`src/rtl/fu_ctx_seq.sv`:
```
// fu_ctx_seq: per-PE context sequencer feeding the functional unit.
// Holds NUM_CTX configuration contexts. After start it replays contexts
// 0..last, one per clock, for a programmed number of iterations. It drives
// the fu enable/opcode, the operand-mux selects and an immediate.
//
// State | Meaning
// IDLE  | accepting context writes and waiting for start; data outputs held at 0
// RUN   | replaying context slot pc on the outputs every cycle
// DONE  | one-cycle completion pulse on done; data outputs 0
//
// Ports:
//   clk, rst (async, active-low)
//   cfg_valid/cfg_ready/cfg_addr/cfg_data : context write port (IDLE only)
//   start, stop, cfg_last, cfg_iters      : run control (last/iters latched at start)
//   fu_en, fu_op, sel_a, sel_b, imm       : registered fu controls
//   busy, done                            : run status
module fu_ctx_seq #(
    parameter int NUM_CTX = 8,
    parameter int CTX_W   = 3
) (
    input  logic             clk,
    input  logic             rst,
    input  logic             cfg_valid,
    output logic             cfg_ready,
    input  logic [CTX_W-1:0] cfg_addr,
    input  logic [24:0]      cfg_data,
    input  logic             start,
    input  logic             stop,
    input  logic [CTX_W-1:0] cfg_last,
    input  logic [15:0]      cfg_iters,
    output logic             fu_en,
    output logic [3:0]       fu_op,
    output logic [1:0]       sel_a,
    output logic [1:0]       sel_b,
    output logic [15:0]      imm,
    output logic             busy,
    output logic             done
);

    typedef enum logic [1:0] {
        S_IDLE = 2'd0,
        S_RUN  = 2'd1,
        S_DONE = 2'd2
    } state_t;

    state_t           state, state_nx;
    logic [24:0]      ctx_mem [NUM_CTX];
    logic [CTX_W-1:0] pc, pc_nx;
    logic [CTX_W-1:0] last_q, last_nx;
    logic [15:0]      iter, iter_nx;
    logic [15:0]      iters_q, iters_nx;
    logic             wr_en;
    logic [24:0]      rd_data;

    assign wr_en = cfg_valid && (state == S_IDLE);

    // A write landing on the same edge as start must already be visible in
    // the first RUN cycle, so bypass it past the array read.
    assign rd_data = (wr_en && (cfg_addr == pc_nx)) ? cfg_data : ctx_mem[pc_nx];

    always_comb begin
        state_nx = state;
        pc_nx    = pc;
        iter_nx  = iter;
        last_nx  = last_q;
        iters_nx = iters_q;
        case (state)
            S_IDLE: begin
                if (start) begin
                    state_nx = S_RUN;
                    pc_nx    = '0;
                    iter_nx  = 16'd1;
                    last_nx  = cfg_last;
                    iters_nx = cfg_iters;
                end
            end
            S_RUN: begin
                if (stop) begin
                    state_nx = S_IDLE;
                    pc_nx    = '0;
                    iter_nx  = '0;
                end else if (pc != last_q) begin
                    pc_nx = pc + 1'b1;
                end else if ((iters_q == 16'd0) || (iter < iters_q)) begin
                    // iters == 0 runs until stop; iter is allowed to wrap
                    pc_nx   = '0;
                    iter_nx = iter + 16'd1;
                end else begin
                    state_nx = S_DONE;
                    pc_nx    = '0;
                    iter_nx  = '0;
                end
            end
            S_DONE: begin
                state_nx = S_IDLE;
            end
            default: begin
                state_nx = S_IDLE;
                pc_nx    = '0;
                iter_nx  = '0;
            end
        endcase
    end

    always_ff @(posedge clk or negedge rst) begin
        if (!rst) begin
            state   <= S_IDLE;
            pc      <= '0;
            iter    <= '0;
            last_q  <= '0;
            iters_q <= '0;
        end else begin
            state   <= state_nx;
            pc      <= pc_nx;
            iter    <= iter_nx;
            last_q  <= last_nx;
            iters_q <= iters_nx;
        end
    end

    always_ff @(posedge clk or negedge rst) begin
        if (!rst) begin
            for (int i = 0; i < NUM_CTX; i++) begin
                ctx_mem[i] <= '0;
            end
        end else if (wr_en) begin
            ctx_mem[cfg_addr] <= cfg_data;
        end
    end

    // Outputs are registered from the next state so the slot shown during a
    // RUN cycle is the one pc points at in that cycle.
    always_ff @(posedge clk or negedge rst) begin
        if (!rst) begin
            cfg_ready <= 1'b1;
            busy      <= 1'b0;
            done      <= 1'b0;
            fu_en     <= 1'b0;
            fu_op     <= '0;
            sel_a     <= '0;
            sel_b     <= '0;
            imm       <= '0;
        end else begin
            cfg_ready <= (state_nx == S_IDLE);
            busy      <= (state_nx == S_RUN);
            done      <= (state_nx == S_DONE);
            if (state_nx == S_RUN) begin
                {fu_en, fu_op, sel_a, sel_b, imm} <= rd_data;
            end else begin
                {fu_en, fu_op, sel_a, sel_b, imm} <= '0;
            end
        end
    end

endmodule

```
`config.mk`:
```
export PLATFORM = sky130hd
export DESIGN_NAME = fu_ctx_seq
export DESIGN_NICKNAME = d
export VERILOG_FILES = /design/src/rtl/fu_ctx_seq.sv
export SDC_FILE = /design/constraint.sdc
export NUM_CORES = 1
export LEC_CHECK = 0
export ABC_AREA = 1
export BUFFER_PORTS_ARGS = -buffer_cell sky130_fd_sc_hd__clkbuf_2
export CAP_MARGIN = 0
export CORE_MARGIN = 2
export CORE_UTILIZATION = 30
export CTS_BUF_LIST = sky130_fd_sc_hd__clkbuf_8
export DETAILED_ROUTE_END_ITERATION = 10
export GPL_ROUTABILITY_DRIVEN = 0
export GPL_TIMING_DRIVEN = 0
export PLACE_DENSITY = 0.56
export SETUP_SLACK_MARGIN = 0.05
export SYNTH_ARGS = -nofsm -noshare
export SYNTH_HDL_FRONTEND = slang
export SYNTH_SLANG_ARGS = --single-unit
```
`constraint.sdc`:
```
create_clock -name clk -period 2.1 [get_ports clk]
set_input_delay 0 -clock clk [delete_from_list [all_inputs] [get_ports clk]]
set_output_delay 0 -clock clk [all_outputs]
set_load 0.1 [all_outputs]
```
* After elaboration in Yosys (flattened, before gate mapping) *
Index checks and enable logic that the tools add are counted.

cells by class
  $add $sub $neg = 2
  magnitude comparators = 4
  eq/ne operators = 8
  mux-type cells = 26
  bitwise logic cells = 3
  reduce and logical (&&, ||, !) cells = 9

operators with widths
  operator                                                                      number
  200-bit bitwise mux                                                           1
  25-bit two-way mux                                                            4
  16-bit two-way mux                                                            5
  25-bit binary-select mux with 3-bit select                                    1
  25-bit demux with 3-bit select                                                1
  16-bit one-hot mux with 3 select lines                                        1
  16-bit by 1-bit adder with 16-bit output, second input constant               1
  16-bit zero test                                                              1
  16-bit less-than comparator                                                   1
  2-bit two-way mux                                                             6
  3-bit two-way mux                                                             3
  3-bit one-hot mux with 3 select lines                                         1
  4-bit >= comparator, second input constant                                    2
  3-bit inverter with 4-bit output                                              2
  2-bit by 1-bit equality test with 1-bit output, second input constant         2
  2-bit equality test, second input constant                                    2
  2-bit zero test                                                               2
  4-bit by 1-bit less-than comparator with 1-bit output, second input constant  1
  4-bit two-way mux                                                             1
  2-bit one-hot mux with 2 select lines                                         1
  3-bit by 1-bit adder with 3-bit output, second input constant                 1
  3-bit equality test                                                           1
  1-bit logical AND                                                             3
  3-bit != test                                                                 1
  other kinds (7)                                                               7

storage, ports and cells
  register bits = 268
  input port bits = 52
  output and inout bits = 28
  logic and storage cells = 73

* Depth between registers and ports, before layout *
  word-level depth = 10
  mapped depth = 16
  mapped depth without buffers = 15

* Worst setup path before layout *
Ideal clock, no wire load.

  kind = register -> register
  from = reg iter[5]
  to = reg imm[10]
  arrival = 1.801 ns
  required time = 2.029 ns
  setup slack = 0.227 ns
  cell stages (with the launch flop) = 14
  buffers on the path = 1
  cell sequence = dfrtp_1 > ha_1 > a21oi_1 > nor2_1 > a211oi_1 > nand2_1 > nand2_1 > nand2_1 > nand2_1 > nand2_1 > nand2_2 > buf_2 > nand2_1 > nor2_1

on the way
  cells in the longest elaborated chain, start to end = 8

RTL lines
  what                                            RTL line  RTL
  from (decl)                                     50        logic [15:0] iter, iter_nx;
  from (signal assigned)                          115       iter <= iter_nx;
  16-bit less-than comparator                     84        end else if ((iters_q == 16'd0) || (iter < iters_q)) begin
  1-bit logical OR                                84
  2-bit two-way mux                               84
  2-bit two-way mux                               82        end else if (pc != last_q) begin
  2-bit two-way mux                               78        if (stop) begin
  2-bit one-hot mux with 2 select lines           67        case (state)
  2-bit by 1-bit equality test with 1-bit output  147       if (state_nx == S_RUN) begin
  16-bit two-way mux                              147
  to (signal assigned)                            148       {fu_en, fu_op, sel_a, sel_b, imm} <= rd_data;
  to (decl)                                       35        output logic [15:0] imm,

No other way between the ends.
A chain may end at the register's enable or synchronous reset.

* Worst setup path in the final report *
  from = reg state[1]
  to = reg fu_en

on the way
  cells in the longest elaborated chain, start to end = 8
  elaborated cells between the ends (all ways) = 19

RTL lines
  what                                                    RTL line  RTL
  from (decl)                                             46        state_t state, state_nx;
  from (signal assigned)                                  113       state <= state_nx;
  2-bit equality test, or another cell as far along       67
  3-bit one-hot mux with 3 select lines *                 67
  via pc_nx[2]                                            48        logic [CTX_W-1:0] pc, pc_nx;
  3-bit inverter with 4-bit output (not written as such)  59        assign rd_data = (wr_en && (cfg_addr == pc_nx)) ? cfg_data : ctx_mem[pc_nx];
  25-bit binary-select mux with 3-bit select              59
  25-bit two-way mux (not written as such) (2 in series)  59
  25-bit two-way mux *                                    59
  1-bit two-way mux *                                     147
  to (signal assigned)                                    148
  to (decl)                                               31        output logic fu_en,

The timed path passes the listed nets; every way through them passes the cells marked *. The select of a mux whose other input is x is not followed.

==> metrics <==
via count 11,900; violated checks negative hold slack, negative setup slack; area taken by flip-flops and latches 0.006711 mm²; post-detailed-placement half-perimeter wirelength 28,760 µm; number of rows created at floorplan 75; Antenna Violating Nets Remaining 0; area used by multi-input combinational logic 0.005902 mm²; critical path required time 2.62 ns; slowest stage cell on the critical path sky130_fd_sc_hd__dfrtp_2; EDFF count, synth 0; cells traversed along the worst timing path or2_4, nor2_8, buf_6, nand3_4, nand2_4, nand2_4, nand2_4, nand4_4, buf_6, nand2_2, nor2_2, nor2_2; CP Max Fanout 7; worst hold margin -0.02581 ns; post-detailed-routing wire length 44,740 µm; Peak Freq 464.1 MHz; leading cell types in the layout, fill and taps excluded sky130_fd_sc_hd__nand2_1, sky130_fd_sc_hd__dfrtp_1, sky130_fd_sc_hd__nand3_1, sky130_fd_sc_hd__o21ai_0, sky130_fd_sc_hd__clkbuf_2; largest net degree at the start of global routing 108; final worst-path setup slack -0.05484 ns; final cell utilization of the core 39.66%; cell leakage power 0.007986 µW; number of storage elements in the synthesis netlist 268; first-pass GRT wire length 69,500 µm; most frequent CP cell sky130_fd_sc_hd__nand2_4; headroom to the max-slew limit 56.40%; DR pass1 iterations 8; Worst Clk Skew 0.03188 ns; post-detailed-route wirelength per cell 19.06 µm; Setup crit end kind flop; Port Buffers 79; clock-pin slew reported for the worst setup and hold paths after clock tree synthesis 0.06 ns; all-layer global routing usage 20.42%; total power density per cell area 1655 mW/mm²; pre-CTS worst setup slack -0.4349 ns; start point of the critical path state[1]; number of nets produced by synthesis 1,623; Layout Nets 1,839; share of the yosys chip area belonging to registers 51.99%; number of buffers inserted during clock tree synthesis 50; R2R setup slack -0.05 ns; vias in the first global route 12,110; worst-case reg-to-reg path depth 12; Die Wd 211.4 µm; post-synthesis async set-or-reset flop share 100.0%; portion of the clock cycle consumed by the worst path in the final layout 102.6%; cell count after synthesis 1,554; met1 layer usage reported by global route 27.00%; commonest non-fill, non-tap cell in the layout sky130_fd_sc_hd__nand2_1; starting density of the core 30.55%; Via-to-Cell Ratio 5.069; Fillers 4,335; setup repair after global routing missed its margin yes; root buffer cell sky130_fd_sc_hd__clkbuf_8; total of warnings raised by yosys 0; deepest level of the CTS H-tree 2; number of DRC markers in iteration 0 994; critical path type flop to flop; Avg Cell Area, Syn 8.303 µm²; Syn-to-layout area delta 29.80%; Tightest Pin Transition 0.6540 ns; final hold viol count 13; type of origin of the critical path flop; number of antenna violations at the first check in global routing 2; share of cells above drive strength 1 23.41%; arrival time worst endpoint 2.67 ns; I/O Pins 80; IR drop worst, VDD 0.0007171 V; setup violation total in the final timing report 15; Core Box Area 0.04223 mm²; number of max-slew violations in the final report 0; CTS tree done; global routing met3 resource utilization 3.634%; outcome finished with violations; post-route minimum period 2.155 ns; endpoint of the most critical register-to-register path fu_en; Netlist cell types 34; M2 GR Usage 32.72%; latest clock arrival within the worst-skew pair 0.64 ns; setup TNS -0.2471 ns; DRC errors left 0; max-capacitance violation count 0; maximum clock insertion buffer count 3; global route total overflow 0; crit-path max cell delay 0.44 ns; full die area 0.04468 mm²; prevailing post-synth register cell sky130_fd_sc_hd__dfrtp_1; GR peak layer met2; path class of the lowest-slack min-delay path primary input to asynchronous set/reset pin; Num Clock Sinks 268; reg2reg start state[1]; Cell Area, Synth 0.01290 mm²; vertical extent of the die 211.4 µm
registers in the layout, indices dropped and copies added (netlist names):
register / flops
busy: 1
cfg_ready: 1
ctx_mem: 200
done: 1
fu_en: 1
fu_op: 4
imm: 16
iter: 16
iters_q: 16
last_q: 3
pc: 3
sel_a: 2
sel_b: 2
state: 2
synth_stat cells, types with 6 or more instances:
| cell type | instances | share of area (%) |
|---|---|---|
| sky130_fd_sc_hd__nand2_1 | 383 | 11 |
| sky130_fd_sc_hd__inv_1 | 69 | 2.0 |
| sky130_fd_sc_hd__nand4_1 | 11 | 0.53 |
| sky130_fd_sc_hd__nand2_2 | 7 | 0.34 |
| sky130_fd_sc_hd__clkbuf_1 | 54 | 1.6 |
| sky130_fd_sc_hd__nor2_1 | 139 | 4.0 |
| sky130_fd_sc_hd__a21oi_1 | 71 | 2.8 |
| sky130_fd_sc_hd__buf_6 | 25 | 2.2 |
| sky130_fd_sc_hd__nand3_1 | 242 | 9.4 |
| sky130_fd_sc_hd__buf_2 | 18 | 0.70 |
| sky130_fd_sc_hd__dfrtp_1 | 267 | 52 |
| sky130_fd_sc_hd__nand3_2 | 22 | 1.7 |
| sky130_fd_sc_hd__nor3_1 | 9 | 0.35 |
| sky130_fd_sc_hd__xor2_1 | 10 | 0.68 |
| sky130_fd_sc_hd__o21ai_0 | 174 | 6.7 |
| sky130_fd_sc_hd__buf_1 | 6 | 0.17 |
| sky130_fd_sc_hd__ha_1 | 17 | 1.6 |
worst max-delay path: cells and delay by family (launching register included):
family	cells	cell delay, ns
AND/OR/NAND/NOR	10	1.26
flip-flops	1	0.44
buffers and inverters	2	0.34
power by group:
group	internal [µW]	switching [µW]
clock	2730	2310
combinational	5170	8710
sequential	7540	1260
layout make-up:
class	count	share of cell area [%]
sequential	268	40.07
timing repair buffer	165	8.151
multi-input combinational	1109	35.24
antenna	2	0.02988
tap	539	4.027
clock buffer	61	5.013
inverter	74	1.703
clock inverter	28	0.9040
buffer	102	4.856
kinds of logic after synthesis:
group	Yosys count	share of synthesized area [%]
mux	1	0.08727
fa+ha+maj	17	1.649
buf+inv	177	6.798
simple gates	828	28.78
flops	268	51.99
compound gates	250	9.814
xor+xnor	13	0.8825
what timing repair did:
| item | in CTS | in global routing |
|---|---|---|
| endpoints found under the hold margin | 518 | 0 |
| setup buffers | 13 | 16 |
| gates resized for setup | 91 | 196 |
| gates cloned | 2 | 4 |
| setup endpoints to repair | 86 | 171 |
| hold buffers | 48 | 0 |
| pin swaps | 20 | 41 |
metal layers:
layer	wire length [µm]	part of all wire, %	vias up
met5	0	0	-
met4	1550	3.5	0
met3	3264	7.3	88
met2	21170	47	411
met1	18750	42	5831
li1	-	-	5571
through the flow:
step / area (µm²) / cells / total power, µW
global placement: 13970 / 2172 / 19790
CTS: 15970 / 2327 / 26070
finish: 16750 / 2348 / 27720
detailed placement: 14060 / 2175 / 20030
global route: 16750 / 2348 / 29830
floorplan: 12900 / 1554 / 16880
how the worst max path moves through the flow:
stage / cells after the start / endpoint
floorplan: 13 / imm[10]
global placement: 1 / imm[7]
detailed placement: 9 / fu_en
CTS: 8 / ctx_mem[120]
global route: 12 / imm[1]
finish: 12 / fu_en
(Power assumes the default switching activity.)
